$ cat src/rtl/arbitro_mux4_pkg.sv
// rtl/arbitro_mux4_pkg.sv - shared types and constants for the 4-way round-robin selector arbiter
package arbitro_mux4_pkg;

  localparam int N_REQ = 4;
  localparam int SEL_W = 2;

  typedef enum logic {
    OCIOSO    = 1'b0,
    CONCEDIDO = 1'b1
  } state_e;

  // Turns a requester index into its one-hot grant pattern.
  function automatic logic [N_REQ-1:0] onehot4(input logic [SEL_W-1:0] i);
    return N_REQ'(1) << i;
  endfunction

endpackage

$ cat src/rtl/arbitro_mux4_prio_rr4.sv
// rtl/arbitro_mux4_prio_rr4.sv - combinational first-set search starting at a rotating pointer
module prio_rr4
  import arbitro_mux4_pkg::*;
(
  input  logic [N_REQ-1:0] req,
  input  logic [SEL_W-1:0] start,
  output logic             found,
  output logic [SEL_W-1:0] idx
);

  // Scan from the farthest position back to start so the nearest set bit wins.
  always_comb begin
    logic [SEL_W-1:0] pos;
    found = 1'b0;
    idx   = start;
    pos   = start;
    for (int k = N_REQ - 1; k >= 0; k--) begin
      pos = start + SEL_W'(k);
      if (req[pos]) begin
        found = 1'b1;
        idx   = pos;
      end
    end
  end

endmodule

$ cat src/rtl/arbitro_mux4.sv
// rtl/arbitro_mux4.sv - round-robin arbiter with hold limit driving a 4:1 selector
module arbitro_mux4
  import arbitro_mux4_pkg::*;
#(
  parameter int MAX_HOLD = 4,
  parameter int CNT_W    = 4
) (
  input  logic             clk,
  input  logic             rst_n,
  input  logic [N_REQ-1:0] req,
  output logic [N_REQ-1:0] gnt,
  output logic [SEL_W-1:0] sel,
  output logic             valido,
  output logic             troca
);

  localparam logic [CNT_W-1:0] HOLD_LIM = CNT_W'(MAX_HOLD);
  localparam logic [CNT_W-1:0] CNT_MAX  = '1;
  localparam logic [CNT_W-1:0] CNT_ONE  = CNT_W'(1);

  state_e           state_q, state_d;
  logic [N_REQ-1:0] gnt_q, gnt_d;
  logic [SEL_W-1:0] sel_q, sel_d;
  logic             valido_q, valido_d;
  logic             troca_q, troca_d;
  logic [SEL_W-1:0] ptr_q, ptr_d;
  logic [CNT_W-1:0] cnt_q, cnt_d;

  // While granted, sel_q is the current holder; its successor starts the search.
  logic [SEL_W-1:0] next_start;
  logic [N_REQ-1:0] others;
  logic             found_idle, found_busy;
  logic [SEL_W-1:0] idx_idle, idx_busy;

  assign next_start = sel_q + SEL_W'(1);
  assign others     = req & ~onehot4(sel_q);

  prio_rr4 u_prio_idle (
    .req   (req),
    .start (ptr_q),
    .found (found_idle),
    .idx   (idx_idle)
  );

  prio_rr4 u_prio_busy (
    .req   (others),
    .start (next_start),
    .found (found_busy),
    .idx   (idx_busy)
  );

  // Next-state and registered-output decisions for idle and granted phases.
  always_comb begin
    state_d  = state_q;
    gnt_d    = gnt_q;
    sel_d    = sel_q;
    valido_d = valido_q;
    troca_d  = 1'b0;
    ptr_d    = ptr_q;
    cnt_d    = cnt_q;
    case (state_q)
      OCIOSO: begin
        if (found_idle) begin
          state_d  = CONCEDIDO;
          gnt_d    = onehot4(idx_idle);
          sel_d    = idx_idle;
          valido_d = 1'b1;
          troca_d  = 1'b1;
          cnt_d    = CNT_ONE;
        end
      end
      CONCEDIDO: begin
        if (!req[sel_q]) begin
          ptr_d = next_start;
          if (found_busy) begin
            gnt_d   = onehot4(idx_busy);
            sel_d   = idx_busy;
            troca_d = 1'b1;
            cnt_d   = CNT_ONE;
          end else begin
            // sel keeps the last holder so the selector input stays stable.
            state_d  = OCIOSO;
            gnt_d    = '0;
            valido_d = 1'b0;
            cnt_d    = '0;
          end
        end else if ((MAX_HOLD != 0) && (cnt_q == HOLD_LIM) && found_busy) begin
          ptr_d   = next_start;
          gnt_d   = onehot4(idx_busy);
          sel_d   = idx_busy;
          troca_d = 1'b1;
          cnt_d   = CNT_ONE;
        end else if (cnt_q != CNT_MAX) begin
          cnt_d = cnt_q + CNT_ONE;
        end
      end
      default: begin
        state_d  = OCIOSO;
        gnt_d    = '0;
        valido_d = 1'b0;
      end
    endcase
  end

  // State and output registers, cleared asynchronously.
  always_ff @(posedge clk or negedge rst_n) begin
    if (!rst_n) begin
      state_q  <= OCIOSO;
      gnt_q    <= '0;
      sel_q    <= '0;
      valido_q <= 1'b0;
      troca_q  <= 1'b0;
      ptr_q    <= '0;
      cnt_q    <= '0;
    end else begin
      state_q  <= state_d;
      gnt_q    <= gnt_d;
      sel_q    <= sel_d;
      valido_q <= valido_d;
      troca_q  <= troca_d;
      ptr_q    <= ptr_d;
      cnt_q    <= cnt_d;
    end
  end

  assign gnt    = gnt_q;
  assign sel    = sel_q;
  assign valido = valido_q;
  assign troca  = troca_q;

endmodule

$ cat config.mk
export PLATFORM = sky130hd
export DESIGN_NAME = arbitro_mux4
export DESIGN_NICKNAME = d
export VERILOG_FILES = /design/src/rtl/arbitro_mux4_pkg.sv /design/src/rtl/arbitro_mux4_prio_rr4.sv /design/src/rtl/arbitro_mux4.sv
export SDC_FILE = /design/constraint.sdc
export NUM_CORES = 1
export LEC_CHECK = 0
export ABC_AREA = 0
export CORE_UTILIZATION = 50
export CTS_CLUSTER_DIAMETER = 40
export DETAILED_ROUTE_END_ITERATION = 8
export PLACE_DENSITY_LB_ADDON = 0.15
export REMOVE_ABC_BUFFERS = 1
export SETUP_SLACK_MARGIN = 0.3
export SKIP_LAST_GASP = 1
export SLEW_MARGIN = 15
export SYNTH_ARGS = -nofsm -noshare
export SYNTH_HDL_FRONTEND = slang
export SYNTH_SLANG_ARGS = --single-unit
$ cat constraint.sdc
create_clock -name clk -period 2.05 [get_ports clk]
set_input_delay 0.3075 -clock clk [delete_from_list [all_inputs] [get_ports clk]]
set_output_delay 0.3075 -clock clk [all_outputs]
set_load 0.01 [all_outputs]
# Word-level counts from Yosys, hierarchy flattened
# Cells that the tools add are included.
# classes
add_sub_neg,8
magnitude_cmp,9
eq_ne,9
shifts,3
n_mux,63
n_bitwise,3
n_reduce_logical,6
# op_table
op,n
$mux W4,8
$mux W2,14
$lt A2 B3 Y1 const B,9
$mux W1,26
$bmux W1 S2,9
$pmux W4 S2,2
$shl A1 B2 Y4 const A,3
$add A2 B2 Y2 const B,4
$add A2 B1 Y2 const B,3
$ne A2 B2 Y1 const B,3
$pmux W1 S2,3
$reduce_and A2 Y1,3
$reduce_and A3 Y1,2
$add A4 B1 Y4 const B,1
$and A4 B4 Y4,1
$eq A4 B3 Y1 const B,1
$ne A4 B2 Y1 const B,1
$ne A4 B4 Y1 const B,1
$not A4 Y4,1
$pmux W2 S2,1
$ne A3 B1 Y1 const B,1
$ne A3 B2 Y1 const B,1
$ne A2 B1 Y1 const B,1
$logic_and A1 B1 Y1,1
$not A1 Y1,1
# totals
reg_bits,15
output_inout_bits,8

# Logic depth before layout (Yosys ltp)
# Gate-level depths: netlist of run 1.
# logic_depth
depth_word,13
depth_mapped,9

# By module
# From an unflattened synthesis of run 1, not the netlist that was laid out.
# hier_totals
hier_cells,129
hier_area_um2,1139.8
# by_module_without_submodules
mod,instances,cells_each,area_per_inst_um2,seq_area_each_um2
arbitro_mux4,1,97,939.7,375.4
prio_rr4,2,16,100.1,0.0

# Worst setup path before layout of run 1
# Ideal clock, no wire load.
# synth_timing
path_kind,register to register
from,reg sel_q[0] (netlist: sel[0])
to,reg ptr_q[0]
arrival_time_ns,1.987
required_time_ns,1.925
slack_ns,-0.062
stages_incl_launch_ff,9
path_buffers,1
synth_period_minus_slack_ns,2.112
cell_sequence,dfrtp_1 > buf_6 > inv_1 > ha_1 > nor2b_1 > nor4_1 > o21ai_0 > nand2_1 > mux2_2
# synth_via
word_cells_on_any_way,26
classes_between,4 x add/sub; 1 x eq/ne; 1 x shift; 16 x mux; 2 x bitwise; 2 x reduce/logical
# synth_rtl
item,line,text
"start, declared",arbitro_mux4.sv:23,"logic [SEL_W-1:0] sel_q, sel_d;"
"start signal, assigned",arbitro_mux4.sv:118,sel_q <= sel_d;
$add A2 B1 Y2 (*),arbitro_mux4.sv:35,assign next_start = sel_q + SEL_W'(1);
named net next_start[0],arbitro_mux4.sv:30,logic [SEL_W-1:0] next_start;
$add A2 B2 Y2,arbitro_mux4_prio_rr4.sv:18,pos = start + SEL_W'(k);
$bmux W1 S2,arbitro_mux4_prio_rr4.sv:19,if (req[pos]) begin
$mux W1 (not written as such),arbitro_mux4_prio_rr4.sv:19,
$mux W1 (4 in a row),arbitro_mux4_prio_rr4.sv:19,
$logic_and A1 B1 Y1,arbitro_mux4.sv:87,end else if ((MAX_HOLD != 0) && (cnt_q == HOLD_LIM) && found_busy) begin
$ne A2 B1 Y1 (no line),-,
$reduce_and A2 Y1 (no line),-,
"end signal, assigned",arbitro_mux4.sv:121,ptr_q <= ptr_d;
"end, declared",arbitro_mux4.sv:26,"logic [SEL_W-1:0] ptr_q, ptr_d;"
# Mark *: on every way through the listed nets, which the timed path passes. The rest lies on a longest branch. The select of a mux whose other input is x is not followed.
# A chain may end at the register's enable or synchronous reset.

# Final worst setup path of run 1
# layout_timing
from,reg sel_q[0] (netlist: sel[0])
to,reg gnt_q[0] (netlist: gnt[0])
# layout_via
elab_chain_len,13
word_cells_on_any_way,33
classes_between,4 x add/sub; 1 x eq/ne; 2 x shift; 22 x mux; 2 x bitwise; 2 x reduce/logical
# layout_lines
item,line,text
branches (longest 13 deep; another with $add A2 B1 Y2),-,
"end signal, assigned",arbitro_mux4.sv:117,gnt_q <= gnt_d;
"end, declared",arbitro_mux4.sv:22,"logic [N_REQ-1:0] gnt_q, gnt_d;"
# Several ways; the timed one is not identified. The select of a mux whose other input is x is not followed.

==> flow_summary.toml, run 1 <==
[die]
die_x_um = 51.6
die_h_um = 51.6
start_util_pct = 54.5
core-area_um2 = 2250
num_rows = 17
ios = 14
die-area_um2 = 2660

[setup_path]
crit_family = "multiplexers"
critical_path.cell_chain = "buf_6 -> mux4_2 -> buf_6 -> nand2_2 -> o22a_4 -> buf_12 -> nor2_1 -> a31oi_1"
cp-start-kind = "flip-flop"
critPathCapture = "gnt[0]$_DFFE_PN0P_"
regToRegEndpoint = "gnt[0]$_DFFE_PN0P_"
r2r_setup_slack_ns = 0.10
slowest_stage = "mux4_2"
rr_worst_depth = 8
crit_arrival_ns = 2.14
crit_cells = 8
crit_path_max_fanout = 7
critPathMostFrequentCell = "buf_6"
path_class = "flip-flop to flip-flop"
timing.rr.start = "sel[0]$_DFFE_PN0P_"
setup.worst_path.end_class = "flip-flop"
crit_start = "sel[0]$_DFFE_PN0P_"
path_buf_inv = 3
cpPeakStageDelay_ns = 0.53
crit_required_ns = 2.24

[pwr]
p_leak_nw = 0.825
ir_worst_vdd_mv = 1.50
power.density_nw_per_um2 = 1730

[layout]
area_growth_pct = 53.8
n_antenna_cell = 0
fillCellCount = 134
nNetsFinal = 197
post-route-util_pct = 83.8
drive_gt1_share_pct = 42.9

[global_route]
grt_pass1_wl_um = 5460
grt_pass1_vias = 1209
antenna_found_initial = 0
grt_start_max_net_pins = 17
grt_overflow = 0
grt_usage_pct = 27.9

[clock_network]
cts_tree = "built"
cts_root_buf = "clkbuf_4"
postCtsHoldBufs = 0
clockBufferDepth = 2
cts_buffers = 3
insertion_delay_ns = 0.29
h-tree-depth = 1
clk_pin_slew_worst_paths_ns = 0.09
cts_sinks = 15

[logic_synthesis]
synth_cell_types = 49
async_reset_ff_share_pct = 100
ys_seq_area_share_pct = 30.5
synthesis.area_um2 = 1230
syn_inst = 141
yosys_warnings = 0
synth_ff_type = "dfrtp_1"
ys_ff_latch = 15
syn_avg_cell_area_um2 = 8.71
synth-edff-count = 0

[place]
globalplace.congestion = 0.849
hpwl_um = 2310
io_buffer_count = 13
dp_slack_ns = -0.179

[sta]
layout_setup_ws_ns = 0.101
relSlewSlack_pct = 53.1
rsz0062_at_grt = "true"
hold_violations = 0
setup_viol = 0
timing.fmax_ghz = 0.513
timing_worst_slew_pin_value_ns = 0.701
period_share_pct = 95.1
finClkSkew_ns = 0.00510
drv_slew = 0
min_period_ns = 1.95

[routing]
final_antenna_net_count = 0
drcViolationCount = 0
first_iter_violations = 40
drt-total-wl_um = 4000
vias_per_cell = 6.24
wl_per_cell_um = 18.9
num_vias = 1323
drtPass1Iterations = 4

[min_path]
hold_path.class = "primary input to async pin"

[job]
maxCapViolCount = 0

[status]
status = "finished, final reports clean"
==> cell usage in the layout, fill, tap and decap left out, types with 3 or more instances in the layout <==
cell type	Yosys	layout
clkdlybuf4s50_1	0	8
nand2b_4	0	3
ha_4	0	3
nand4_1	3	3
nor2_1	12	8
a21oi_1	9	9
buf_4	0	28
nand2_1	6	4
dlymetal6s2s_1	0	3
o21ai_1	0	4
nand3b_1	4	4
a31oi_1	5	5
buf_6	1	4
o211ai_1	3	3
clkbuf_4	0	3
nor2_2	1	4
dfrtp_1	15	14
inv_1	5	3
o21ai_0	7	3
nor2b_4	0	4
nand3_1	5	5
nor2b_1	7	3
==> final cells by class <==
| class | count | area [um^2] | area share (%) |
|---|---|---|---|
| flip-flops and latches | 15 | 377 | 19.9 |
| multi-input cells | 113 | 995 | 52.6 |
| inverters | 5 | 21.3 | 1.13 |
| well taps | 28 | 35.0 | 1.85 |
| repair buffers | 47 | 435 | 23.0 |
| clock buffers | 4 | 26.3 | 1.39 |
==> routing by layer <==
layer | wire length, um | global-route usage (%) | up-vias | part of all wire [%]
met5 | 0 | 0 | - | 0
met3 | 212 | 3.80 | 15 | 5.3
met1 | 1670 | 34.7 | 639 | 42
met2 | 2020 | 50.0 | 56 | 50
met4 | 104 | 7.66 | 0 | 2.6
li1 | - | - | 613 | -
==> cells by family (layout without fill, tap and decap cells) <==
group	count (synthesis)	after routing	share of synthesized area (%)
adders and majority gates	6	6	6.11
buffers and inverters	13	56	4.89
DFF	15	15	30.5
and+or+nand+nor	54	54	25.1
xor gates and xnor gates	2	2	1.43
muxes	4	4	4.48
AOI/OAI and AO/OA	47	47	27.5
==> registers in the layout, summed over array words and instances (netlist names) <==
name     flops
sel          2
valido       1
cnt_q        4
state_q      1
ptr_q        2
troca        1
gnt          4
==> worst register-to-register path, cell delays in order (launching register included) <==
cell	delay, ns
dfrtp_1	0.40
buf_6	0.15
mux4_2	0.53
buf_6	0.16
nand2_2	0.07
o22a_4	0.18
buf_12	0.11
nor2_1	0.04
a31oi_1	0.21
==> metrics by stage <==
step	area, um^2	total power [mW]	setup TNS [ns]	hold slack [ns]	cells
floorplan	1190	1.62	-0.450	0.0119	133
detailed placement	1560	2.38	-1.59	0.539	200
global route	1890	3.44	0	0.505	212
global placement	1560	2.32	-0.977	0.530	200
finish	1890	3.26	0	0.434	212
CTS	1680	2.76	0	0.450	206
==> worst min-delay path by stage <==
stage / endpoint / slack [ns] / cells past startpoint
floorplan: cnt_q[0]$_DFFE_PN0P_ / 0.01 / 0
global placement: valido$_DFFE_PN0P_ / 0.53 / 2
detailed placement: gnt[2]$_DFFE_PN0P_ / 0.54 / 2
CTS: cnt_q[3]$_DFFE_PN0P_ / 0.45 / 1
global route: cnt_q[0]$_DFFE_PN0P_ / 0.51 / 1
finish: cnt_q[3]$_DFFE_PN0P_ / 0.43 / 1
==> repair_timing <==
item                                    CTS  global route
gates cloned                              0             1
buffers inserted                          2             5
gates resized for setup                  26            40
pin swaps                                12            13
endpoints found under the setup margin   14            16
==> power by group <==
part | internal [mW] | total [mW] | switching (mW) | leakage [nW]
clock network | 0.0756 | 0.175 | 0.0996 | 0.0150
registers | 0.442 | 0.601 | 0.158 | 0.178
logic | 1.32 | 2.49 | 1.16 | 0.632
total | 1.84 | 3.26 | 1.42 | 0.825
==> cell usage after synthesis, types with 2 or more instances <==
cell type	count	share of area (%)
dfrtp_1	15	31
nor2_1	12	3.7
a21oi_1	9	3.7
nor2b_1	7	3.6
o21ai_0	7	2.9
ha_1	6	6.1
nand2_1	6	1.8
a31oi_1	5	2.5
inv_1	5	1.5
nand3_1	5	2.0
nand2b_1	4	2.0
nand3b_1	4	2.4
a21boi_0	3	1.8
buf_1	3	0.92
buf_2	3	1.2
nand4_1	3	1.5
o211ai_1	3	1.8
and3_1	2	1.0
mux2_2	2	1.8
o211a_1	2	1.6
o21a_1	2	1.2
o22ai_1	2	1.0
o31ai_1	2	1.2
or3_1	2	1.0
or3b_2	2	1.4
xnor2_1	2	1.4
(Power assumes the default switching activity.)
==> inputs of run 2 (changes only) <==
Settings changed: HOLD_SLACK_MARGIN set to 0.02.
==> results of run 2 <==
Final layout, timing and power as in run 1 (identical DEF).
